**src/rtl/cwait_merge_n_sync_if.sv**
```systemverilog
// Handshake bundle for the N-channel wait-merge barrier.
// The master side issues masks, drives and acknowledges; the slave side is the barrier.
interface cwait_merge_n_sync_if #(
  parameter int NCH  = 8,
  parameter int TO_W = 16
);
  logic [NCH-1:0]  i_mask;
  logic [NCH-1:0]  i_drive;
  logic [NCH-1:0]  o_free;
  logic            o_drive_next;
  logic            i_free_next;
  logic [TO_W-1:0] i_timeout;
  logic            o_timeout;
  logic            o_dup;
  logic [NCH-1:0]  o_arrived;
  logic            o_busy;

  modport master (
    output i_mask, i_drive, i_free_next, i_timeout,
    input  o_free, o_drive_next, o_timeout, o_dup, o_arrived, o_busy
  );

  modport slave (
    input  i_mask, i_drive, i_free_next, i_timeout,
    output o_free, o_drive_next, o_timeout, o_dup, o_arrived, o_busy
  );
endinterface

```
**src/rtl/cwait_merge_n_sync.sv**
```systemverilog
// N-channel join barrier: collects one drive per masked channel, raises a merged
// request, and releases every participant together on the downstream acknowledge.
module cwait_merge_n_sync #(
  parameter int NCH  = 8,
  parameter int TO_W = 16
) (
  input  logic                 clk,
  input  logic                 rst,
  cwait_merge_n_sync_if.slave  bus
);

  typedef enum logic [1:0] {
    ST_IDLE    = 2'd0,
    ST_COLLECT = 2'd1,
    ST_FIRE    = 2'd2
  } state_e;

  state_e          state_q;
  logic [NCH-1:0]  r_mask_q;
  logic [NCH-1:0]  arrived_q;
  logic [NCH-1:0]  free_q;
  logic [TO_W-1:0] cnt_q;
  logic            drive_next_q;
  logic            timeout_q;
  logic            dup_q;
  logic            busy_q;

  logic            in_collect;
  logic            in_fire;
  logic [NCH-1:0]  eff_mask;
  logic [NCH-1:0]  hit;
  logic [NCH-1:0]  dup_bits;
  logic [NCH-1:0]  merged;
  logic [TO_W:0]   cnt_inc;
  logic [TO_W-1:0] cnt_sat;
  logic            to_hit;

  assign in_collect = (state_q == ST_COLLECT);
  assign in_fire    = (state_q == ST_FIRE);

  // A new round is gated by the live mask; an open round only by the latched one.
  assign eff_mask = (state_q == ST_IDLE) ? bus.i_mask : r_mask_q;

  generate
    for (genvar gi = 0; gi < NCH; gi++) begin : g_ch
      assign hit[gi]      = bus.i_drive[gi] & eff_mask[gi];
      assign dup_bits[gi] = bus.i_drive[gi] & r_mask_q[gi]
                            & (in_fire | (in_collect & arrived_q[gi]));
    end
  endgenerate

  assign merged = arrived_q | hit;

  // Unsaturated increment: once the counter pins at all-ones it can never match a limit.
  assign cnt_inc = {1'b0, cnt_q} + {{TO_W{1'b0}}, 1'b1};
  assign cnt_sat = (&cnt_q) ? cnt_q : cnt_inc[TO_W-1:0];
  assign to_hit  = (bus.i_timeout != '0) && (cnt_inc == {1'b0, bus.i_timeout});

  always_ff @(posedge clk or posedge rst) begin
    if (rst) begin
      state_q      <= ST_IDLE;
      r_mask_q     <= '0;
      arrived_q    <= '0;
      free_q       <= '0;
      cnt_q        <= '0;
      drive_next_q <= 1'b0;
      timeout_q    <= 1'b0;
      dup_q        <= 1'b0;
      busy_q       <= 1'b0;
    end else begin
      free_q    <= '0;
      timeout_q <= 1'b0;
      dup_q     <= |dup_bits;
      case (state_q)
        ST_IDLE: begin
          if (|hit) begin
            r_mask_q  <= bus.i_mask;
            arrived_q <= hit;
            cnt_q     <= '0;
            busy_q    <= 1'b1;
            if (hit == bus.i_mask) begin
              state_q      <= ST_FIRE;
              drive_next_q <= 1'b1;
            end else begin
              state_q <= ST_COLLECT;
            end
          end
        end
        ST_COLLECT: begin
          cnt_q <= cnt_sat;
          // Completion has priority over a timeout landing in the same cycle.
          if (merged == r_mask_q) begin
            arrived_q    <= merged;
            state_q      <= ST_FIRE;
            drive_next_q <= 1'b1;
          end else if (to_hit) begin
            free_q    <= merged;
            timeout_q <= 1'b1;
            arrived_q <= '0;
            state_q   <= ST_IDLE;
            busy_q    <= 1'b0;
          end else begin
            arrived_q <= merged;
          end
        end
        ST_FIRE: begin
          if (bus.i_free_next) begin
            free_q       <= r_mask_q;
            arrived_q    <= '0;
            drive_next_q <= 1'b0;
            state_q      <= ST_IDLE;
            busy_q       <= 1'b0;
          end
        end
        default: begin
          state_q      <= ST_IDLE;
          arrived_q    <= '0;
          drive_next_q <= 1'b0;
          busy_q       <= 1'b0;
        end
      endcase
    end
  end

  assign bus.o_free       = free_q;
  assign bus.o_drive_next = drive_next_q;
  assign bus.o_timeout    = timeout_q;
  assign bus.o_dup        = dup_q;
  assign bus.o_arrived    = arrived_q;
  assign bus.o_busy       = busy_q;

endmodule

```
**src/flat_wrapper.sv**
```systemverilog
// flat-port wrapper written by rule: the top's interface ports become plain ports
module cwait_merge_n_sync_flat 
#(
  parameter int NCH  = 8,
  parameter int TO_W = 16
)
  (clk, rst, bus_i_mask, bus_i_drive, bus_i_free_next, bus_i_timeout, bus_o_free, bus_o_drive_next, bus_o_timeout, bus_o_dup, bus_o_arrived, bus_o_busy);
  cwait_merge_n_sync_if #(.NCH(NCH), .TO_W(TO_W)) bus_i ();
  input  logic clk;
  input  logic rst;
  input wire logic [$bits(bus_i.i_mask)-1:0] bus_i_mask;
  input wire logic [$bits(bus_i.i_drive)-1:0] bus_i_drive;
  input wire logic [$bits(bus_i.i_free_next)-1:0] bus_i_free_next;
  input wire logic [$bits(bus_i.i_timeout)-1:0] bus_i_timeout;
  output wire logic [$bits(bus_i.o_free)-1:0] bus_o_free;
  output wire logic [$bits(bus_i.o_drive_next)-1:0] bus_o_drive_next;
  output wire logic [$bits(bus_i.o_timeout)-1:0] bus_o_timeout;
  output wire logic [$bits(bus_i.o_dup)-1:0] bus_o_dup;
  output wire logic [$bits(bus_i.o_arrived)-1:0] bus_o_arrived;
  output wire logic [$bits(bus_i.o_busy)-1:0] bus_o_busy;
  assign bus_i.i_mask = bus_i_mask;
  assign bus_i.i_drive = bus_i_drive;
  assign bus_i.i_free_next = bus_i_free_next;
  assign bus_i.i_timeout = bus_i_timeout;
  assign bus_o_free = bus_i.o_free;
  assign bus_o_drive_next = bus_i.o_drive_next;
  assign bus_o_timeout = bus_i.o_timeout;
  assign bus_o_dup = bus_i.o_dup;
  assign bus_o_arrived = bus_i.o_arrived;
  assign bus_o_busy = bus_i.o_busy;
  cwait_merge_n_sync #(.NCH(NCH), .TO_W(TO_W)) u_core (.clk(clk), .rst(rst), .bus(bus_i));
endmodule
```
**config.mk**
```make
export PLATFORM = sky130hd
export DESIGN_NAME = cwait_merge_n_sync_flat
export DESIGN_NICKNAME = d
export VERILOG_FILES = /design/src/rtl/cwait_merge_n_sync_if.sv /design/src/rtl/cwait_merge_n_sync.sv /design/src/flat_wrapper.sv
export SDC_FILE = /design/constraint.sdc
export NUM_CORES = 1
export LEC_CHECK = 0
export CAP_MARGIN = 15
export CORE_ASPECT_RATIO = 2
export CORE_UTILIZATION = 35
export DETAILED_ROUTE_END_ITERATION = 12
export PLACE_DENSITY = 0.65
export SETUP_SLACK_MARGIN = 0.5
export SLEW_MARGIN = 30
export SYNTH_ARGS = -nofsm -noshare
export SYNTH_HDL_FRONTEND = slang
export SYNTH_SLANG_ARGS = --single-unit
```
**constraint.sdc**
```tcl
create_clock -name clk -period 3.8 [get_ports clk]
set_clock_uncertainty 0.1 [all_clocks]
set_input_delay 0.76 -clock clk [delete_from_list [all_inputs] [get_ports clk]]
set_output_delay 0.76 -clock clk [all_outputs]
set_load 0.02 [all_outputs]
```
==> impl_metrics.csv <==
group,metric,value,unit
logic_synthesis,syn_inst,374,
sta,fin_crit,3.10,ns
die,dieArea,9990,um^2
setup_path,cp.arrival,3.18,ns
grt,grt_pass1_vias,3347,
setup_path,required,3.88,ns
logic_synthesis,postSynth.asyncResetShare,100,%
layout,seq_area,1150,um^2
die,fp.dieH,140,um
sta,clock.fmax,322,MHz
route,drt_wl_total,10.5,mm
clocking,clockBufferDepth,2,
sta,fin_ws,0.698,ns
sta,rsz0062_at_grt,"false",
grt,gr-usage-all-layers,21.8,%
outcome,status,"finished, violations left",
setup_path,max_stage_delay,0.44,ns
route,antenna_left,0,
clocking,path_clk_slew,0.07,ns
clocking,post_cts.repair.setup_buffers,0,
logic_synthesis,ys_seq_area_share,34.4,%
grt,busiest_layer,"met2",
layout,syn2layout_area_growth,24.3,%
clocking,hold_buffers,0,
logic_synthesis,syn_area,3350,um^2
die,core,9320,um^2
logic_synthesis,ys_ff_latch,46,
grt,antenna_found_initial,0,
clocking,insertion_delay,0.29,ns
setup_path,crit_end,"u_core.bus.o_free[6]$_DFF_PP0_",
setup_path,critPathSlowestCell,"o41ai_4",
logic_synthesis,synth_warnings,0,
setup_path,cp-end-kind,"flip-flop",
setup_path,crit_chain,"inv_1 -> ha_2 -> buf_4 -> inv_1 -> o21ai_0 -> a32oi_1 -> nand4_1 -> o41ai_4 -> nor3_4 -> a32o_1",
grt,grt_max_degree,47,
place,placedCellCount,515,
clocking,root_buffer,"clkbuf_16",
route,drt_pass1_iterations,9,
setup_path,ff2ff_path_depth,10,
setup_path,crit_path_start,"u_core.state_q[1]$_DFFE_PP0P_",
setup_path,cp-start-kind,"flip-flop",
setup_path,crit-reg2reg-capture,"u_core.bus.o_free[6]$_DFF_PP0_",
grt,overflow,0,
sta,maxSlewViolCount,0,
layout,diodes,0,
die,die_w,71.2,um
clocking,clock_sinks,46,
route,wl_per_cell,20.1,um
sta,setup_viol,0,
grt,use_met3,2.66,%
setup_path,crit_path_max_fanout,16,
place,port_buffers,54,
grt,grt_pass1_wl,16.9,mm
job,maxCapViolCount,0,
sta,hold_viol_final,0,
grt,grt_use_met2,41.6,%
pwr,p_leak,1.66,nW
sta,slew_headroom,60.4,%
route,drc,5,
layout,multiInputGateArea,2080,um^2
setup_path,r2r_start,"u_core.state_q[1]$_DFFE_PP0P_",
pwr,power_density,688,nW/um^2
clocking,cts_made_buffers,5,
sta,tightest_slew,0.594,ns
logic_synthesis,syn_avg_cell_area,8.96,um^2
sta,tns,0,ns
logic_synthesis,synth_nets,413,
clocking,cts_tree,"built",
clocking,htree_levels,2,
logic_synthesis,synthFlopType,"dfrtp_1",
route,vias,3271,
route,vias_per_cell,6.25,
die,row_count,50,
pwr,ir_worst_vdd,0.315,mV
grt,use_met1,21.0,%
layout,drive_above_1_share,11.7,%
logic_synthesis,synth_edf_count,0,
route,drt_iter0_drc,238,
setup_path,crit_type,"flip-flop to flip-flop",
layout,layout.cells.non_filler,523,
setup_path,r2r_setup_slack,0.70,ns
place,dp_slack,0.424,ns
die,start_util,35.9,%
hold_path,holdCritPathClass,"flip-flop to flip-flop",
sta,fin_crit_sh,81.6,%
die,ios,55,
layout,nets,457,
logic_synthesis,synthDistinctLibCells,59,
place,gp_congestion,0.976,
place,dp_hpwl,7.87,mm
setup_path,path_common_cell,"inv_1",
outcome,violations,"DRC",
layout,filler_cell_count,935,
-- cell families after synthesis --
logic type	Yosys count	share of synthesized area, %
AND/OR/NAND/NOR	130	21.7
multiplexers	19	6.46
flip-flops	46	34.4
adder cells (fa/ha/maj)	4	1.49
AO/OA/AOI/OAI	117	25.5
XOR/XNOR	22	5.75
buffers and inverters	36	4.74
-- sequential cells by signal, indices dropped and copies added, names as in the netlist --
register                 flops
u_core.bus.o_busy            1
u_core.r_mask_q              8
u_core.bus.o_timeout         1
u_core.bus.o_dup             1
u_core.cnt_q                16
u_core.bus.o_arrived         8
u_core.bus.o_drive_next      1
u_core.bus.o_free            8
u_core.state_q               2
-- layout by cell type, fill, tap and decap left out, types with 4 or more instances in the layout --
cell type / count
and2_1: 6
nand3_1: 25
o22ai_1: 4
clkdlybuf4s50_1: 54
a22oi_1: 11
nor3_1: 7
a31oi_1: 20
clkbuf_16: 5
nand2_1: 30
inv_1: 10
xnor2_1: 14
nor2_1: 11
and3_1: 6
dfrtp_1: 46
buf_4: 8
o31ai_1: 10
o21ai_0: 25
mux2_2: 17
xor2_1: 8
nand2b_1: 9
nor4_1: 5
a32o_1: 8
nand4_1: 9
a21oi_1: 14
nor2b_1: 4
-- where the power goes --
part           switching [mW]  total (mW)  internal (mW)
Sequential              0.203       0.825          0.622
Clock                   0.188       0.499          0.311
Combinational           0.886        1.54          0.656
Total                    1.28        2.87           1.59
-- how the worst min path moves through the flow --
stage / from / end / slack [ns] / cells after the start
final: u_core.bus.o_busy$_DFFE_PP0P_ / u_core.bus.o_busy$_DFFE_PP0P_ / 0.45 / 1
after global routing: u_core.bus.o_busy$_DFFE_PP0P_ / u_core.bus.o_busy$_DFFE_PP0P_ / 0.46 / 1
after CTS: u_core.cnt_q[9]$_DFFE_PP0P_ / u_core.cnt_q[9]$_DFFE_PP0P_ / 0.46 / 1
after detailed placement: u_core.bus.o_busy$_DFFE_PP0P_ / u_core.bus.o_busy$_DFFE_PP0P_ / 0.44 / 1
after global placement: u_core.cnt_q[6]$_DFFE_PP0P_ / u_core.cnt_q[6]$_DFFE_PP0P_ / 0.43 / 1
after floorplan: u_core.cnt_q[6]$_DFFE_PP0P_ / u_core.cnt_q[6]$_DFFE_PP0P_ / 0.39 / 1
-- worst max-delay path: cells and delay by family, from the launching register on --
kind / cells / cell delay (ns)
adders and majority gates: 1 / 0.29
DFF: 1 / 0.35
and+or+nand+nor: 2 / 0.46
buffers and inverters: 3 / 0.61
AOI/OAI and AO/OA: 4 / 1.19
-- repair_timing --
item / in CTS / in global routing
endpoints found under the setup margin: 8 / 20
resized for setup: 2 / 3
pin swaps: 0 / 1
-- cells in the mapped netlist, drive strengths merged (2+ instances only) --
master   n  share of area, %
nor4     6               1.1
inv     11               1.2
nor2    11               1.2
ha       4               1.5
xnor2   14               3.7
and4b    2              0.60
nand4    9               1.7
nand2b   9               1.7
a21oi   14               2.1
and3     7               1.5
or2      3              0.56
and4     4               1.1
clkbuf  15               1.7
nand2   30               3.4
nor2b    4              0.75
a32oi    3              0.78
a31oi   20               3.7
and2     6               1.1
o21a     2              0.45
buf     10               1.8
o22ai    5               1.1
mux2    18               6.2
a221oi   2              0.71
nand3   26               4.0
o41ai    4               1.3
dfrtp   46                34
xor2     8               2.1
o21ai   28               4.2
a22oi   11               2.5
and2b    2              0.45
o31ai   12               3.5
a32o     8               2.4
nor3     9               1.6
-- metrics by stage --
step | utilization (%) | hold WS, ns | instance area (um^2) | power (mW)
after floorplan | - | 0.391 | 3350 | 1.76
after global placement | 42.5 | 0.428 | 3960 | 2.27
after detailed placement | 42.6 | 0.444 | 3970 | 2.30
after CTS | 44.5 | 0.458 | 4150 | 2.83
after global routing | 44.7 | 0.459 | 4160 | 3.02
final | 44.7 | 0.453 | 4160 | 2.87
-- layer usage --
layer,up-vias,share of wire (%)
met2,133,58
met3,41,3.6
met4,0,5.2
met5,-,0
li1,1507,-
met1,1590,34
-- final cells by class --
type / count / share of cell area (%)
Tap cell: 104 / 3.13
Sequential cell: 46 / 27.6
Multi-Input combinational cell: 292 / 49.8
Timing Repair Buffer: 62 / 14.4
Inverter: 11 / 1.05
Clock inverter: 1 / 0.721
Clock buffer: 7 / 3.19
Power figures use the tool's default switching activity.
